**src/rtl/fir_mac_sequencer.sv**
```systemverilog
// fir_mac_sequencer
// Time-multiplexed FIR controller. It holds the sample delay line and the
// coefficient bank, and steps one shared external combinational multiplier
// through every tap. The products are accumulated and the result is
// presented over a valid/ready handshake.
module fir_mac_sequencer #(
   parameter int NTAPS = 3,
   parameter int W     = 32,
   parameter int AW    = $clog2(NTAPS)
) (
   input  logic          clk,
   input  logic          rst_n,
   input  logic          coef_we,
   input  logic [AW-1:0] coef_addr,
   input  logic [W-1:0]  coef_wdata,
   input  logic          x_valid,
   output logic          x_ready,
   input  logic [W-1:0]  x_data,
   output logic [W-1:0]  mul_a,
   output logic [W-1:0]  mul_b,
   input  logic [W-1:0]  mul_p,
   output logic          y_valid,
   input  logic          y_ready,
   output logic [W-1:0]  y_data,
   output logic          busy
);

   typedef enum logic [1:0] {S_IDLE, S_MAC, S_OUT} state_t;

   localparam logic [AW-1:0] LAST_IDX = AW'(NTAPS - 1);

   state_t         state_q, state_d;
   logic [W-1:0]   d_q    [NTAPS];
   logic [W-1:0]   coef_q [NTAPS];
   logic [W-1:0]   acc_q, acc_d;
   logic [W-1:0]   y_q, y_d;
   logic [AW-1:0]  idx_q, idx_d;
   logic [W-1:0]   sum;
   logic           accept;

   // A sample is only taken in IDLE; x_ready is purely state-derived.
   assign accept = (state_q == S_IDLE) && x_valid;
   // Running sum including the product of the tap currently on the multiplier.
   assign sum    = acc_q + mul_p;
   assign y_data = y_q;

   // FSM state register.
   always_ff @(posedge clk or negedge rst_n) begin
      if (!rst_n) begin
         state_q <= S_IDLE;
      end else begin
         state_q <= state_d;
      end
   end

   // FSM next-state: accept -> walk all taps -> hold result until taken.
   always_comb begin
      state_d = state_q;
      unique case (state_q)
         S_IDLE:  if (x_valid)            state_d = S_MAC;
         S_MAC:   if (idx_q == LAST_IDX)  state_d = S_OUT;
         S_OUT:   if (y_ready)            state_d = S_IDLE;
         default:                         state_d = S_IDLE;
      endcase
   end

   // FSM outputs: handshakes and multiplier operands (zero outside MAC).
   always_comb begin
      x_ready = 1'b0;
      y_valid = 1'b0;
      busy    = 1'b1;
      mul_a   = '0;
      mul_b   = '0;
      unique case (state_q)
         S_IDLE: begin
            x_ready = 1'b1;
            busy    = 1'b0;
         end
         S_MAC: begin
            mul_a = coef_q[idx_q];
            mul_b = d_q[idx_q];
         end
         S_OUT: begin
            y_valid = 1'b1;
         end
         default: begin
            busy = 1'b0;
         end
      endcase
   end

   // Accumulator, tap index and output register next-state.
   always_comb begin
      acc_d = acc_q;
      idx_d = idx_q;
      y_d   = y_q;
      if (accept) begin
         acc_d = '0;
         idx_d = '0;
      end else if (state_q == S_MAC) begin
         acc_d = sum;
         if (idx_q == LAST_IDX) begin
            idx_d = '0;
            y_d   = sum;
         end else begin
            idx_d = idx_q + 1'b1;
         end
      end
   end

   // Accumulator, tap index and output registers; reset discards any result.
   always_ff @(posedge clk or negedge rst_n) begin
      if (!rst_n) begin
         acc_q <= '0;
         idx_q <= '0;
         y_q   <= '0;
      end else begin
         acc_q <= acc_d;
         idx_q <= idx_d;
         y_q   <= y_d;
      end
   end

   // Delay line: shifts only when a sample is accepted.
   always_ff @(posedge clk or negedge rst_n) begin
      if (!rst_n) begin
         for (int k = 0; k < NTAPS; k++) d_q[k] <= '0;
      end else if (accept) begin
         d_q[0] <= x_data;
         for (int k = 1; k < NTAPS; k++) d_q[k] <= d_q[k-1];
      end
   end

   // Coefficient bank: writable in any state, out-of-range addresses dropped.
   always_ff @(posedge clk or negedge rst_n) begin
      if (!rst_n) begin
         for (int k = 0; k < NTAPS; k++) coef_q[k] <= '0;
      end else if (coef_we && (int'(coef_addr) < NTAPS)) begin
         coef_q[coef_addr] <= coef_wdata;
      end
   end

endmodule

```
**config.mk**
```make
export PLATFORM = sky130hd
export DESIGN_NAME = fir_mac_sequencer
export DESIGN_NICKNAME = d
export VERILOG_FILES = /design/src/rtl/fir_mac_sequencer.sv
export SDC_FILE = /design/constraint.sdc
export NUM_CORES = 1
export LEC_CHECK = 0
export ABC_CLOCK_PERIOD_IN_PS = 2600
export BUFFER_PORTS_ARGS = -buffer_cell sky130_fd_sc_hd__buf_2
export CAP_MARGIN = 20
export CORE_ASPECT_RATIO = 1.75
export CORE_MARGIN = 4
export CORE_UTILIZATION = 25
export CTS_CLUSTER_DIAMETER = 120
export DETAILED_ROUTE_END_ITERATION = 16
export GPL_ROUTABILITY_DRIVEN = 0
export HOLD_SLACK_MARGIN = 0.06
export PLACE_DENSITY = 0.52
export SYNTH_ARGS = -nofsm -noshare
export SYNTH_HDL_FRONTEND = slang
export SYNTH_SLANG_ARGS = --single-unit
```
**constraint.sdc**
```tcl
create_clock -name clk -period 2.6 [get_ports clk]
set_input_delay 0.26 -clock clk [delete_from_list [all_inputs] [get_ports clk]]
set_output_delay 0.26 -clock clk [all_outputs]
set_load 0.02 [all_outputs]
```
==> key figures <==
Timing
  – Worst-Margin Slew: 0.620 ns
  – Minimum clock period: 2.72 ns
  – Slew headroom: 58.7%
  – Final hold vios: 0
  – Setup ws final: -0.124 ns
  – RSZ-0062 raised after global routing: yes
  – Fmax: 367 MHz
  – Hold WS: 0.129 ns
  – Fraction of the cycle the final worst path needs: 105%
  – Final setup fails: 20
  – Fin. max-slew vios: 0
  – Skew final: 0.0185 ns

Run
  – Max_cap viols: 0

Run status
  – Failing checks: negative setup slack
  – Status: finished, violations left

Global route
  – Largest net degree at the start of global routing: 74
  – Gr ovfl total: 0
  – Global-route wire length before repair: 64.0 mm
  – Vias in the first global route: 11.8k
  – GRT Overall Usage: 13.9%
  – Initial antenna violation count: 1

Clock network
  – Clock sinks: 260
  – Clk Latency, worst-skew pair: 0.57 ns
  – TritonCTS buffer count: 28
  – Clk slew on worst S/H paths: 0.07 ns
  – TritonCTS clock tree: yes
  – H-tree depth: 1
  – Clock root buffer: clkbuf_16
  – CTS max path bufs: 3

Synth
  – Distinct cell type count after synthesis: 62
  – Post-synth ARST share: 100%
  – Synth Cell Area: 13,200 µm²
  – Number of synthesized flops with an enable pin: 0
  – Mapped Avg Cell Area: 9.56 µm²
  – Synth Register Bits: 260
  – Synth Instances: 1,381
  – Synth warn: 0
  – Most used flip-flop cell after synthesis: dfrtp_1
  – Syn_nets: 1,520
  – Sequential fraction of the synthesis area: 49.3%

Worst setup path
  – Startpoint Class: flip-flop
  – Critical path data required time: 3.02 ns
  – Max FO, Critical Path: 2
  – Arr. time, crit path: 3.15 ns
  – CP endpoint kind: flip-flop
  – CP Class: reg -> reg

Detailed routing
  – Drc violations: 0
  – Avg WL per Cell: 16.8 µm
  – Final WL: 40.2 mm
  – Detailed Routing Iterations Pass 1: 4
  – Post-route ant nets: 0
  – DR iter-0 viols: 498
  – Vias: 11.0k
  – Vias per inst: 4.57

Placed design
  – Post-Place Worst Slack: -0.274 ns
  – Placement Cell Area: 15,500 µm²
  – IO Port Bufs: 201
  – DP HPWL: 27.2 mm

Power
  – Leakage power: 8.51 nW
  – Pwr/cell area: 1220 nW/µm²
  – Peak VDD IR: 0.000698 V
  – Total design power: 21.8 mW

Final layout
  – Nets@finish: 1,837
  – Area growth syn-to-layout: 35.5%
  – Filler cell count: 5,339
  – Design area: 17,900 µm²
  – Share of cells above drive strength 1: 31.6%

Floorplan
  – Die Wd: 182 µm
  – Die Area: 56,700 µm²
  – FP Rows: 111
  – Die height: 312 µm
  – Core area: 52,400 µm²
  – Starting Density: 25.2%
  – Ports: 202

Worst hold path
  – Hold WC Path Type: in -> reg
## registers in the layout, summed over array words and instances (netlist names)
register,cells
coef_q,96
d_q,96
acc_q,32
y_data,32
idx_q,2
state_q,2
## path summary, 6_finish.rpt
kind                                       from                      to  slack, ns  depth (start not counted)
max                        acc_q[0]$_DFFE_PN0P_   acc_q[23]$_DFFE_PN0P_      -0.12                         13
min                                     y_ready  state_q[1]$_DFFE_PN0P_       0.13                          3
max reg2reg                acc_q[0]$_DFFE_PN0P_   acc_q[23]$_DFFE_PN0P_      -0.12                         13
min reg2reg                 d_q[31]$_DFFE_PN0P_     d_q[31]$_DFFE_PN0P_       0.47                          2
max in group asynchronous                 rst_n     d_q[53]$_DFFE_PN0P_       1.47                          4
min in group asynchronous                 rst_n    acc_q[6]$_DFFE_PN0P_       0.27                          2
## final cells by class
class / instances / area, µm² / area share [%]
Tap cell: 678 / 848 / 4.74
Inverter: 12 / 46.3 / 0.259
Multi-Input combinational cell: 1024 / 6830 / 38.2
Antenna cell: 2 / 5.00 / 0.0280
Clock inverter: 14 / 190 / 1.06
Clock buffer: 37 / 806 / 4.50
Timing Repair Buffer: 372 / 2650 / 14.8
Sequential cell: 260 / 6510 / 36.4
## timing repair
| item | 4_1_cts | 5_1_grt |
|---|---|---|
| pin swaps | 36 | 35 |
| endpoints found under the setup margin | 76 | 36 |
| cloned | 0 | 0 |
| setup buffers | 9 | 8 |
| gates resized for setup | 48 | 56 |
| endpoints found under the hold margin | 196 | 0 |
| hold buffers | 65 | 0 |
## Yosys cell counts (4+ instances only)
master / number / area, µm²
ha_1: 35 / 438
xor2_1: 17 / 149
xnor2_1: 13 / 114
o21a_1: 13 / 97.6
a21oi_1: 100 / 500
nor2b_1: 8 / 50.1
mux2i_1: 78 / 781
dfrtp_1: 260 / 6510
nor2_1: 168 / 631
a21o_1: 18 / 135
buf_2: 4 / 20.0
a31oi_1: 6 / 37.5
inv_1: 12 / 45.0
buf_1: 15 / 56.3
nand4_1: 4 / 25.0
mux2_2: 109 / 1230
nand3_1: 11 / 55.1
o21ai_0: 41 / 205
and3_1: 7 / 43.8
clkbuf_1: 59 / 221
nand2_1: 333 / 1250
## power by group
group          leakage [nW]  switching, mW  internal (mW)  total [mW]
clock network         0.475           1.78           2.58        4.36
logic                  4.84           6.56           4.54        11.1
registers              3.20          0.893           5.48        6.38
total                  8.51           9.23           12.6        21.8
## stage by stage
step / utilization (%) / instances / TNS [ns]
2_1_floorplan: - / 1381 / 0
3_3_place_gp: 29.7 / 2265 / -4.34
3_5_place_dp: 29.7 / 2265 / -4.90
4_1_cts: 33.5 / 2390 / -1.25
5_1_grt: 34.2 / 2397 / -4.44
6_report: 34.2 / 2399 / -1.21
## metal layers
layer / global-route usage, % / part of all wire, %
met1: 15.0 / 39
met2: 27.2 / 54
met5: 0 / 0
met4: 4.44 / 2.7
met3: 2.03 / 3.9
## kinds of logic after synthesis
kind of cell               count (synthesis)  synth area share (%)
adders and majority gates                 36                  3.47
muxes                                    187                  15.2
buffers and inverters                     97                  3.13
and+or+nand+nor                          557                  17.0
xor gates and xnor gates                  30                  1.99
AOI/OAI and AO/OA                        214                  9.95
DFF                                      260                  49.3
## layout by cell type, fill, tap and decap left out, types with 29 or more instances in the layout
master,netlist,final
buf_4,2,85
buf_2,4,200
dfrtp_1,260,258
mux2i_1,78,78
nor2_1,168,166
a21oi_1,100,87
nand2_1,333,332
dlygate4sd3_1,0,65
mux2_2,109,106
clkbuf_16,0,29
## critical path, cell delays in order (launching register included)
cell and delay (ns):
dfrtp_1 0.41, ha_4 0.19, buf_12 0.12, a211oi_4 0.23, o211ai_2 0.14, a221oi_4 0.25
buf_6 0.16, a21oi_4 0.08, or2_4 0.28, buf_6 0.12, a21o_1 0.18, a21oi_2 0.14
xor2_1 0.19, a21oi_1 0.09
(Power assumes the default switching activity.)
